$ cat config.mk
export PLATFORM = sky130hd
export DESIGN_NAME = msoc_cpu2_oci_dct_packer
export DESIGN_NICKNAME = d
export VERILOG_FILES = /design/src/rtl/msoc_oci_dct_pkg.sv /design/src/rtl/msoc_oci_dct_out_reg.sv /design/src/rtl/msoc_cpu2_oci_dct_packer.sv
export SDC_FILE = /design/constraint.sdc
export NUM_CORES = 1
export LEC_CHECK = 0
export ABC_AREA = 1
export CAP_MARGIN = 20
export CORE_MARGIN = 5
export CORE_UTILIZATION = 24
export CTS_BUF_LIST = sky130_fd_sc_hd__clkbuf_8
export DETAILED_ROUTE_END_ITERATION = 8
export GPL_TIMING_DRIVEN = 0
export MAX_ROUTING_LAYER = met4
export SYNTH_ARGS = -nofsm -noshare
export SYNTH_HDL_FRONTEND = slang
export SYNTH_SLANG_ARGS = --single-unit
$ cat constraint.sdc
create_clock -name clk -period 1.7 [get_ports clk]
set_input_delay 0.34 -clock clk [delete_from_list [all_inputs] [get_ports clk]]
set_output_delay 0.34 -clock clk [all_outputs]
set_load 0.01 [all_outputs]
$ cat src/rtl/msoc_oci_dct_pkg.sv
// Shared types and constants for the CPU2 OCI debug compressed trace (DCT) packer.
package msoc_oci_dct_pkg;

    localparam int unsigned ATOM_W             = 2;
    localparam int unsigned MAX_ATOMS          = 15;
    localparam int unsigned DCT_BUF_W          = 30;
    localparam int unsigned DCT_CNT_W          = 4;
    localparam int unsigned TIMEOUT_CYCLES_DEF = 64;

    typedef enum logic [1:0] {
        ACCUM = 2'd0,
        FLUSH = 2'd1,
        ENDED = 2'd2
    } dct_state_e;

    localparam logic [ATOM_W-1:0] ATOM_NOP   = 2'b00;
    localparam logic [ATOM_W-1:0] ATOM_EXEC  = 2'b01;
    localparam logic [ATOM_W-1:0] ATOM_NEXEC = 2'b10;
    localparam logic [ATOM_W-1:0] ATOM_WAYPT = 2'b11;

endpackage

$ cat src/rtl/msoc_oci_dct_out_reg.sv
// Single-entry valid/ready holding register for completed DCT frames.
module msoc_oci_dct_out_reg
    import msoc_oci_dct_pkg::*;
(
    input  logic                 clk,
    input  logic                 reset_n,
    input  logic                 load,
    input  logic [DCT_BUF_W-1:0] load_buffer,
    input  logic [DCT_CNT_W-1:0] load_count,
    input  logic                 frame_ready,
    output logic                 out_free,
    output logic                 frame_valid,
    output logic [DCT_BUF_W-1:0] frame_buffer,
    output logic [DCT_CNT_W-1:0] frame_count
);

    logic                 valid_q, valid_d;
    logic [DCT_BUF_W-1:0] buf_q, buf_d;
    logic [DCT_CNT_W-1:0] cnt_q, cnt_d;

    always_comb begin
        valid_d = valid_q;
        buf_d   = buf_q;
        cnt_d   = cnt_q;
        if (load) begin
            valid_d = 1'b1;
            buf_d   = load_buffer;
            cnt_d   = load_count;
        end else if (frame_ready) begin
            valid_d = 1'b0;
        end
    end

    always_ff @(posedge clk or negedge reset_n) begin
        if (!reset_n) begin
            valid_q <= 1'b0;
            buf_q   <= '0;
            cnt_q   <= '0;
        end else begin
            valid_q <= valid_d;
            buf_q   <= buf_d;
            cnt_q   <= cnt_d;
        end
    end

    assign out_free     = !valid_q || frame_ready;
    assign frame_valid  = valid_q;
    assign frame_buffer = buf_q;
    assign frame_count  = cnt_q;

endmodule

$ cat src/rtl/msoc_cpu2_oci_dct_packer.sv
// Packs 2-bit trace atoms into 30-bit DCT frames and drives the end-of-trace flags.
// Optional idle auto-flush of partial frames: define MSOC_DCT_TIMEOUT_EN.
module msoc_cpu2_oci_dct_packer
    import msoc_oci_dct_pkg::*;
#(
    parameter int unsigned TIMEOUT_CYCLES = TIMEOUT_CYCLES_DEF
) (
    input  logic                 clk,
    input  logic                 reset_n,
    input  logic                 atom_valid,
    input  logic [ATOM_W-1:0]    atom,
    output logic                 atom_ready,
    input  logic                 flush_req,
    output logic                 frame_valid,
    input  logic                 frame_ready,
    output logic [DCT_BUF_W-1:0] frame_buffer,
    output logic [DCT_CNT_W-1:0] frame_count,
    output logic [DCT_BUF_W-1:0] dct_buffer,
    output logic [DCT_CNT_W-1:0] dct_count,
    output logic                 test_ending,
    output logic                 test_has_ended
);

    if (TIMEOUT_CYCLES < 2 || ATOM_W * MAX_ATOMS != DCT_BUF_W || MAX_ATOMS > 15) begin : g_bad_cfg
        $error("msoc_cpu2_oci_dct_packer: invalid DCT configuration");
    end

    localparam logic [DCT_CNT_W-1:0] FULL_CNT = DCT_CNT_W'(MAX_ATOMS);

    dct_state_e           state_q, state_d;
    logic                 run_q;
    logic [DCT_BUF_W-1:0] buf_q, buf_d;
    logic [DCT_CNT_W-1:0] cnt_q, cnt_d;
    logic                 out_free;
    logic                 accept;
    logic                 load;

`ifdef MSOC_DCT_TIMEOUT_EN
    localparam int unsigned IDLE_W = $clog2(TIMEOUT_CYCLES);
    logic [IDLE_W-1:0] idle_q, idle_d;
    logic              timeout_hit;

    assign timeout_hit = (idle_q == IDLE_W'(TIMEOUT_CYCLES - 1));
`endif

    always_comb begin
        // run_q keeps atom_ready low until the first clock after reset release
        atom_ready = run_q && (state_q == ACCUM) && (cnt_q != FULL_CNT || out_free);
        accept     = atom_valid && atom_ready && !flush_req;
        load       = 1'b0;
        state_d    = state_q;

        case (state_q)
            ACCUM: begin
                load = (cnt_q == FULL_CNT) && out_free;
`ifdef MSOC_DCT_TIMEOUT_EN
                if (timeout_hit && cnt_q != '0 && out_free) begin
                    load = 1'b1;
                end
`endif
                if (flush_req) begin
                    state_d = FLUSH;
                end
            end
            FLUSH: begin
                load = (cnt_q != '0) && out_free;
                if (cnt_q == '0 && !frame_valid) begin
                    state_d = ENDED;
                end
            end
            default: ;
        endcase

        // Clearing on transfer first lets a same-cycle accept land in an empty buffer.
        buf_d = buf_q;
        cnt_d = cnt_q;
        if (load) begin
            buf_d = '0;
            cnt_d = '0;
        end
        if (accept) begin
            buf_d = {buf_d[DCT_BUF_W-ATOM_W-1:0], atom};
            cnt_d = cnt_d + DCT_CNT_W'(1);
        end

`ifdef MSOC_DCT_TIMEOUT_EN
        idle_d = idle_q;
        if (accept || load) begin
            idle_d = '0;
        end else if (state_q == ACCUM && cnt_q != '0 && !timeout_hit) begin
            idle_d = idle_q + IDLE_W'(1);
        end
`endif
    end

    always_ff @(posedge clk or negedge reset_n) begin
        if (!reset_n) begin
            state_q <= ACCUM;
            run_q   <= 1'b0;
            buf_q   <= '0;
            cnt_q   <= '0;
        end else begin
            state_q <= state_d;
            run_q   <= 1'b1;
            buf_q   <= buf_d;
            cnt_q   <= cnt_d;
        end
    end

`ifdef MSOC_DCT_TIMEOUT_EN
    always_ff @(posedge clk or negedge reset_n) begin
        if (!reset_n) begin
            idle_q <= '0;
        end else begin
            idle_q <= idle_d;
        end
    end
`endif

    msoc_oci_dct_out_reg u_out_reg (
        .clk          (clk),
        .reset_n      (reset_n),
        .load         (load),
        .load_buffer  (buf_q),
        .load_count   (cnt_q),
        .frame_ready  (frame_ready),
        .out_free     (out_free),
        .frame_valid  (frame_valid),
        .frame_buffer (frame_buffer),
        .frame_count  (frame_count)
    );

    assign dct_buffer     = buf_q;
    assign dct_count      = cnt_q;
    assign test_ending    = (state_q != ACCUM);
    assign test_has_ended = (state_q == ENDED);

endmodule

==> impl_metrics.yaml, run 1 <==
place:
  place_congestion: 0.761
  dp.cells: 585
  post-dp-hpwl_um: 5800
  portBuffers: 78
  pre_cts_ws_ps: -482
worst_setup_path:
  reg2reg_depth: 11
  worstSetupPathType: "reg2reg"
  cp.arrival_ps: 1910
  crit_end: "dct_count[2]$_DFF_PN0_"
  timing.rr.start: "dct_count[0]$_DFF_PN0_"
  rrSetupSlack_ps: 40
  r2r_end: "dct_count[2]$_DFF_PN0_"
  path_max_fanout: 5
  critPathRequiredTime_ps: 1950
  cp-startpoint: "dct_count[0]$_DFF_PN0_"
  critPathLaunchType: "register"
  end_kind: "register"
synthesis:
  yosysSeqAreaShare_pct: 59.5
  synth-seq-cells: 72
  avgSynthCellArea_um2: 9.05
  synth.area.top_cells: "dfrtp_1 (59%), nand3_1 (10%), nand2_1 (9.9%)"
  ys_warn_count: 0
  syn_area_mm2: 0.00303
  netlist_instances: 335
  syn-num-nets: 343
  synth_cell_types: 18
  yosysTopAreaCellShare_pct: 59.5
  synth_top_cell_by_area: "dfrtp_1"
final_layout:
  fillers: 1328
  drive_gt1_share_pct: 19.6
  areaGrowthSynthToFinish_pct: 50.7
  diodes: 0
  num-nets-final: 462
  finalNonFillerCells: 631
route:
  num_vias: 2622
  ant_nets: 0
  wl_um: 8570
  wl_per_cell_um: 13.6
  vias_per_cell: 4.16
  drc_errors: 0
  drtIter0Drc: 128
  drtPass1Iterations: 4
pwr:
  pwr-share-seq_pct: 41.5
  p_comb_share_pct: 26.9
  internal-power_mw: 3.20
  p_sw_mw: 1.46
  clkPwrFrac_pct: 31.6
  ir_worst_vdd_v: 0.000386
  swShare_pct: 31.3
  p_per_area_mw_per_mm2: 1020
  p_leak_nw: 2.41
die:
  rows: 41
  dieArea_mm2: 0.0150
  die_h_um: 122
  die_x_um: 122
  initial_core_util_pct: 24.2
  coreArea_mm2: 0.0125
  pin_count: 79
clock_network:
  ctsHoldBuffers: 0
  clockBufferDepth: 2
  tritoncts: "built"
  clock_sinks: 72
  clk_latency_ps: 360
  tritoncts.num_buffers: 9
  cts-root-buf: "clkbuf_8"
  cts_max_level: 3
  clkTransAtPathRegs_ps: 80
sta:
  slew_headroom_pct: 38.2
  fmax_mhz: 603
  drv_slew: 0
  skew_ps: 10.3
  finalCritPeriodShare_pct: 97.5
  rsz0062_at_grt: "true"
  period_minus_slack_ps: 1660
  tightest_slew_ps: 926
  hold_viol: 0
  setup_slack_ps: 42.9
  setup_viol: 0
  tns_ps: 0
  timing.hold.ws_ps: 118
job:
  drv_cap: 0
grt:
  grt_pass1_wl_um: 13700
  grt_antenna_before_repair: 0
  grt_pass1_vias: 2588
  grt_max_degree: 73
  gr-total-overflow: 0
  track_usage_pct: 12.3
status:
  status: "completed"
min_path:
  hold_path_class: "in2async"
-- how the worst min path moves through the flow --
| stage | end | slack [ps] | cells past startpoint |
|---|---|---|---|
| floorplan | dct_buffer[0]$_DFF_PN0_ | 40 | 0 |
| global placement | u_out_reg.frame_buffer[8]$_DFFE_PN0P_ | 470 | 2 |
| detailed placement | u_out_reg.frame_buffer[15]$_DFFE_PN0P_ | 470 | 2 |
| CTS | u_out_reg.frame_buffer[27]$_DFFE_PN0P_ | 160 | 1 |
| global route | run_q$_DFF_PN0_ | 200 | 1 |
| finish | run_q$_DFF_PN0_ | 120 | 1 |
-- final cells by class --
| class | count | area [um2] | area share [%] |
|---|---|---|---|
| clock inverters | 3 | 38.8 | 0.850 |
| plain buffers | 20 | 159 | 3.48 |
| inverters | 45 | 171 | 3.75 |
| multi-input cells | 198 | 956 | 20.9 |
| well taps | 172 | 215 | 4.71 |
| clock buffers | 13 | 179 | 3.92 |
| flip-flops and latches | 72 | 1810 | 39.5 |
| repair buffers | 108 | 1040 | 22.8 |
-- placed cells by master (no fill, tap or decap), types with 3 or more instances in the layout --
cell type and n:
nor2_1 6, nor2_2 4, o21ai_2 6, buf_6 7, nand3_1 60, o21ai_0 28
nand2_2 3, nand2_1 77, buf_2 4, clkbuf_2 7, dlygate4sd2_1 6, dlymetal6s2s_1 15
inv_1 43, clkdlybuf4s50_1 55, buf_4 30, clkbuf_8 13, dfrtp_1 69, dfrtp_2 3
o21ai_1 5
-- worst max-delay path, stage by stage (launching register included) --
cell and delay, ps:
dfrtp_2 420, buf_4 160, nor2_2 120, nand3_2 110
nand3_4 100, buf_8 110, nand2_1 60, inv_1 60
ha_1 150, nand4_1 120, nand3_1 90, nand2_1 50
-- registers in the layout, summed over array words and instances, names as in the netlist --
signal / flops
u_out_reg.frame_count: 4
u_out_reg.frame_valid: 1
dct_buffer: 30
u_out_reg.frame_buffer: 30
run_q: 1
dct_count: 4
state_q: 2
-- layer usage --
layer | vias to the layer above | global-route usage, % | wire length (um)
met3 | 9 | 3.09 | 434
li1 | 1303 | - | -
met4 | 0 | 5.67 | 132
met2 | 57 | 18.3 | 4060
met5 | - | - | 0
met1 | 1253 | 15.7 | 3940
-- kinds of logic after synthesis --
| logic type | share of synthesized area, % |
|---|---|
| compound gates | 7.23 |
| fa+ha+maj | 0.413 |
| buf+inv | 10.3 |
| flops | 59.5 |
| other cells | 0.124 |
| simple gates | 22.5 |
-- metrics by stage --
step,instance area [um2],util [%],total power [mW]
4_1_cts,4360,34.8,4.70
3_3_place_gp,4030,32.2,3.09
3_5_place_dp,4020,32.1,3.11
5_1_grt,4570,36.5,4.92
2_1_floorplan,3030,-,2.59
6_report,4570,36.5,4.66
-- cells in the mapped netlist --
master    number
buf_6          8
nand3_2        2
dfrtp_1       72
clkbuf_1       6
ha_1           1
nor2_2         1
o21ai_0       28
nand2_1       80
o21ai_2        5
nand3_1       61
buf_2          6
conb_1         1
inv_1         42
inv_2          3
nor2_1        10
a21oi_1        1
nand4_1        2
o21ai_1        6
-- power by group through the flow --
stage | Sequential (mW) | Combinational [mW] | Clock [mW]
2_1_floorplan | 2.00 | 0.597 | 0
3_3_place_gp | 1.98 | 1.11 | 0
3_5_place_dp | 1.98 | 1.13 | 0
4_1_cts | 1.93 | 1.26 | 1.51
5_1_grt | 1.95 | 1.38 | 1.59
6_report | 1.93 | 1.26 | 1.47
-- repair_timing --
action | CTS | global route
resized for setup | 22 | 26
pin swaps | 2 | 3
buffers inserted | 10 | 20
endpoints found under the setup margin | 17 | 33
Power figures use the tool's default switching activity.
==> run 2, diff against run 1 <==
--- a/config.mk
+++ b/config.mk
@@ -13,6 +13,7 @@
 export DETAILED_ROUTE_END_ITERATION = 8
 export GPL_TIMING_DRIVEN = 0
 export MAX_ROUTING_LAYER = met4
+export PLACE_DENSITY = 0.47
 export SYNTH_ARGS = -nofsm -noshare
 export SYNTH_HDL_FRONTEND = slang
 export SYNTH_SLANG_ARGS = --single-unit
==> run 2 against run 1 <==
  * Die area is the same
  * Maximum frequency fell by 0.48%
  * Clock power increased by 4%
  * First-iteration DRC count is 32% higher
  * Hold slack improved by 290 ps
  * Utilization increased by 0.61 points
  * Sequential power about the same
  * Global-route usage is 0.32 points higher
  * Flip-flop and latch count unchanged
  * Combinational power rose by 7%
  * Design area rose by 1.7%
  * Power grew 2.9%
  * Critical path type is now reg2out
==> impl_metrics.yaml, run 2 (same netlist as run 1, synthesis figures left out) <==
sta:
  drv_slew: 0
  finalCritPeriodShare_pct: 97.9
  hold_viol: 0
  skew_ps: 7.08
  setup_viol: 0
  fmax_mhz: 601
  rsz0062_at_grt: "true"
  tns_ps: 0
  period_minus_slack_ps: 1670
place:
  dp.cells: 586
  portBuffers: 78
  post-dp-hpwl_um: 5840
  place_congestion: 0.708
route:
  ant_nets: 0
  drc_errors: 0
  wl_per_cell_um: 14.0
  num_vias: 2643
  drtIter0Drc: 169
  wl_um: 8920
  drtPass1Iterations: 4
  vias_per_cell: 4.15
grt:
  track_usage_pct: 12.6
  grt_max_degree: 54
  grt_pass1_vias: 2615
  grt_pass1_wl_um: 14100
  grt_antenna_before_repair: 0
  gr-total-overflow: 0
final_layout:
  diodes: 0
  layout_commonest_cell: "nand2_1"
  mostFrequentLayoutCells: "nand2_1 (79), dfrtp_1 (70), nand3_1 (60)"
  areaGrowthSynthToFinish_pct: 53.2
  finalNonFillerCells: 637
  num-nets-final: 468
  drive_gt1_share_pct: 20.2
pwr:
  p_total_mw: 4.80
  pwr-share-seq_pct: 39.9
  internal-power_mw: 3.29
  clkPwrFrac_pct: 31.8
  swShare_pct: 31.5
  p_comb_share_pct: 28.2
  p_per_area_mw_per_mm2: 1030
  ir_worst_vdd_v: 0.000489
  p_leak_nw: 2.43
  p_sw_mw: 1.51
status:
  status: "completed"
worst_setup_path:
  slowest_stage: "clkdlybuf4s50_1"
  critPathRequiredTime_ps: 1360
  worstSetupPathType: "reg2out"
  critPathTopFamily: "buffers and inverters"
  cp.arrival_ps: 1330
  end_kind: "primary output"
  crit_chain: "clkdlybuf4s50_1"
  path_max_fanout: 4
  critPathMaxStageDelay_ps: 560
  critPathLaunchType: "register"
  crit_buf_inv: 1
clock_network:
  tritoncts.num_buffers: 9
  cts_max_level: 3
  clock_sinks: 72
  cts-root-buf: "clkbuf_8"
  clk_latency_ps: 350
  clkTransAtPathRegs_ps: 80
  tritoncts: "built"
  clockBufferDepth: 2
die:
  pin_count: 79
  dieArea_mm2: 0.0150
  die_h_um: 122
  coreArea_mm2: 0.0125
  die_x_um: 122
  initial_core_util_pct: 24.2
  rows: 41
min_path:
  hold_path_class: "in2async"
job:
  drv_cap: 0
## run 2: cell type report
type / count / area, um2
fillers: 1319 / 7880
flip-flops and latches: 72 / 1800
repair buffers: 114 / 1110
multi-input cells: 198 / 961
well taps: 172 / 215
inverters: 45 / 169
plain buffers: 20 / 165
clock buffers: 10 / 138
clock inverters: 6 / 82.6
## run 2: what timing repair did
action                     CTS  global route
pin swaps                    2             5
setup endpoints to repair   36            86
gates resized for setup     19            37
setup buffers               17            17
hold buffers                 1             0
hold endpoints to repair    19             0
## run 2: per-stage QoR
| stage | worst slack (ps) | hold WS [ps] | instance area, um2 | util, % |
|---|---|---|---|---|
| 2_1_floorplan | 86.0 | 44.4 | 3030 | - |
| 3_3_place_gp | -2390 | 464 | 4030 | 32.2 |
| 3_5_place_dp | -491 | 254 | 4050 | 32.4 |
| 4_1_cts | -122 | 403 | 4430 | 35.4 |
| 5_1_grt | -94.2 | 442 | 4640 | 37.1 |
| 6_report | 34.9 | 404 | 4640 | 37.1 |
## run 2: layer usage
layer	up-vias	share of wire, %	track usage (%)
li1	1316	-	-
met1	1245	48	16.6
met2	70	45	18.4
met3	12	5.7	3.73
met4	0	1.1	4.34
met5	-	0	-
## run 2: worst reg2reg max path: stages (launching register included)
cell and delay [ps]:
dfrtp_1 410, buf_6 140, nor2_2 120, nand3_2 120
nand3_4 140, buf_8 120, nand2_1 70, inv_1 60
ha_1 150, nand4_1 110, nand3_1 100, nand2_1 50
## run 2: power by group through the flow
| stage | Combinational, mW | Sequential [mW] | Clock [mW] |
|---|---|---|---|
| finish | 1.35 | 1.92 | 1.53 |
| CTS | 1.29 | 1.92 | 1.57 |
| detailed placement | 1.15 | 1.98 | 0 |
| global route | 1.51 | 1.93 | 1.63 |
| floorplan | 0.597 | 2.00 | 0 |
| global placement | 1.13 | 1.98 | 0 |
## run 2: worst paths after layout
check                      cells after the start  slack (ps)                             startpoint                                    end
max                                            1          30               dct_buffer[25]$_DFF_PN0_                         dct_buffer[25]
min                                            2         400                                reset_n                        run_q$_DFF_PN0_
max reg2reg                                   11          30                 dct_count[3]$_DFF_PN0_                 dct_count[2]$_DFF_PN0_
min reg2reg                                    2         490  u_out_reg.frame_buffer[4]$_DFFE_PN0P_  u_out_reg.frame_buffer[4]$_DFFE_PN0P_
max in group asynchronous                      3         740                                reset_n                 dct_count[0]$_DFF_PN0_
min in group clk                               2         490  u_out_reg.frame_buffer[4]$_DFFE_PN0P_  u_out_reg.frame_buffer[4]$_DFFE_PN0P_
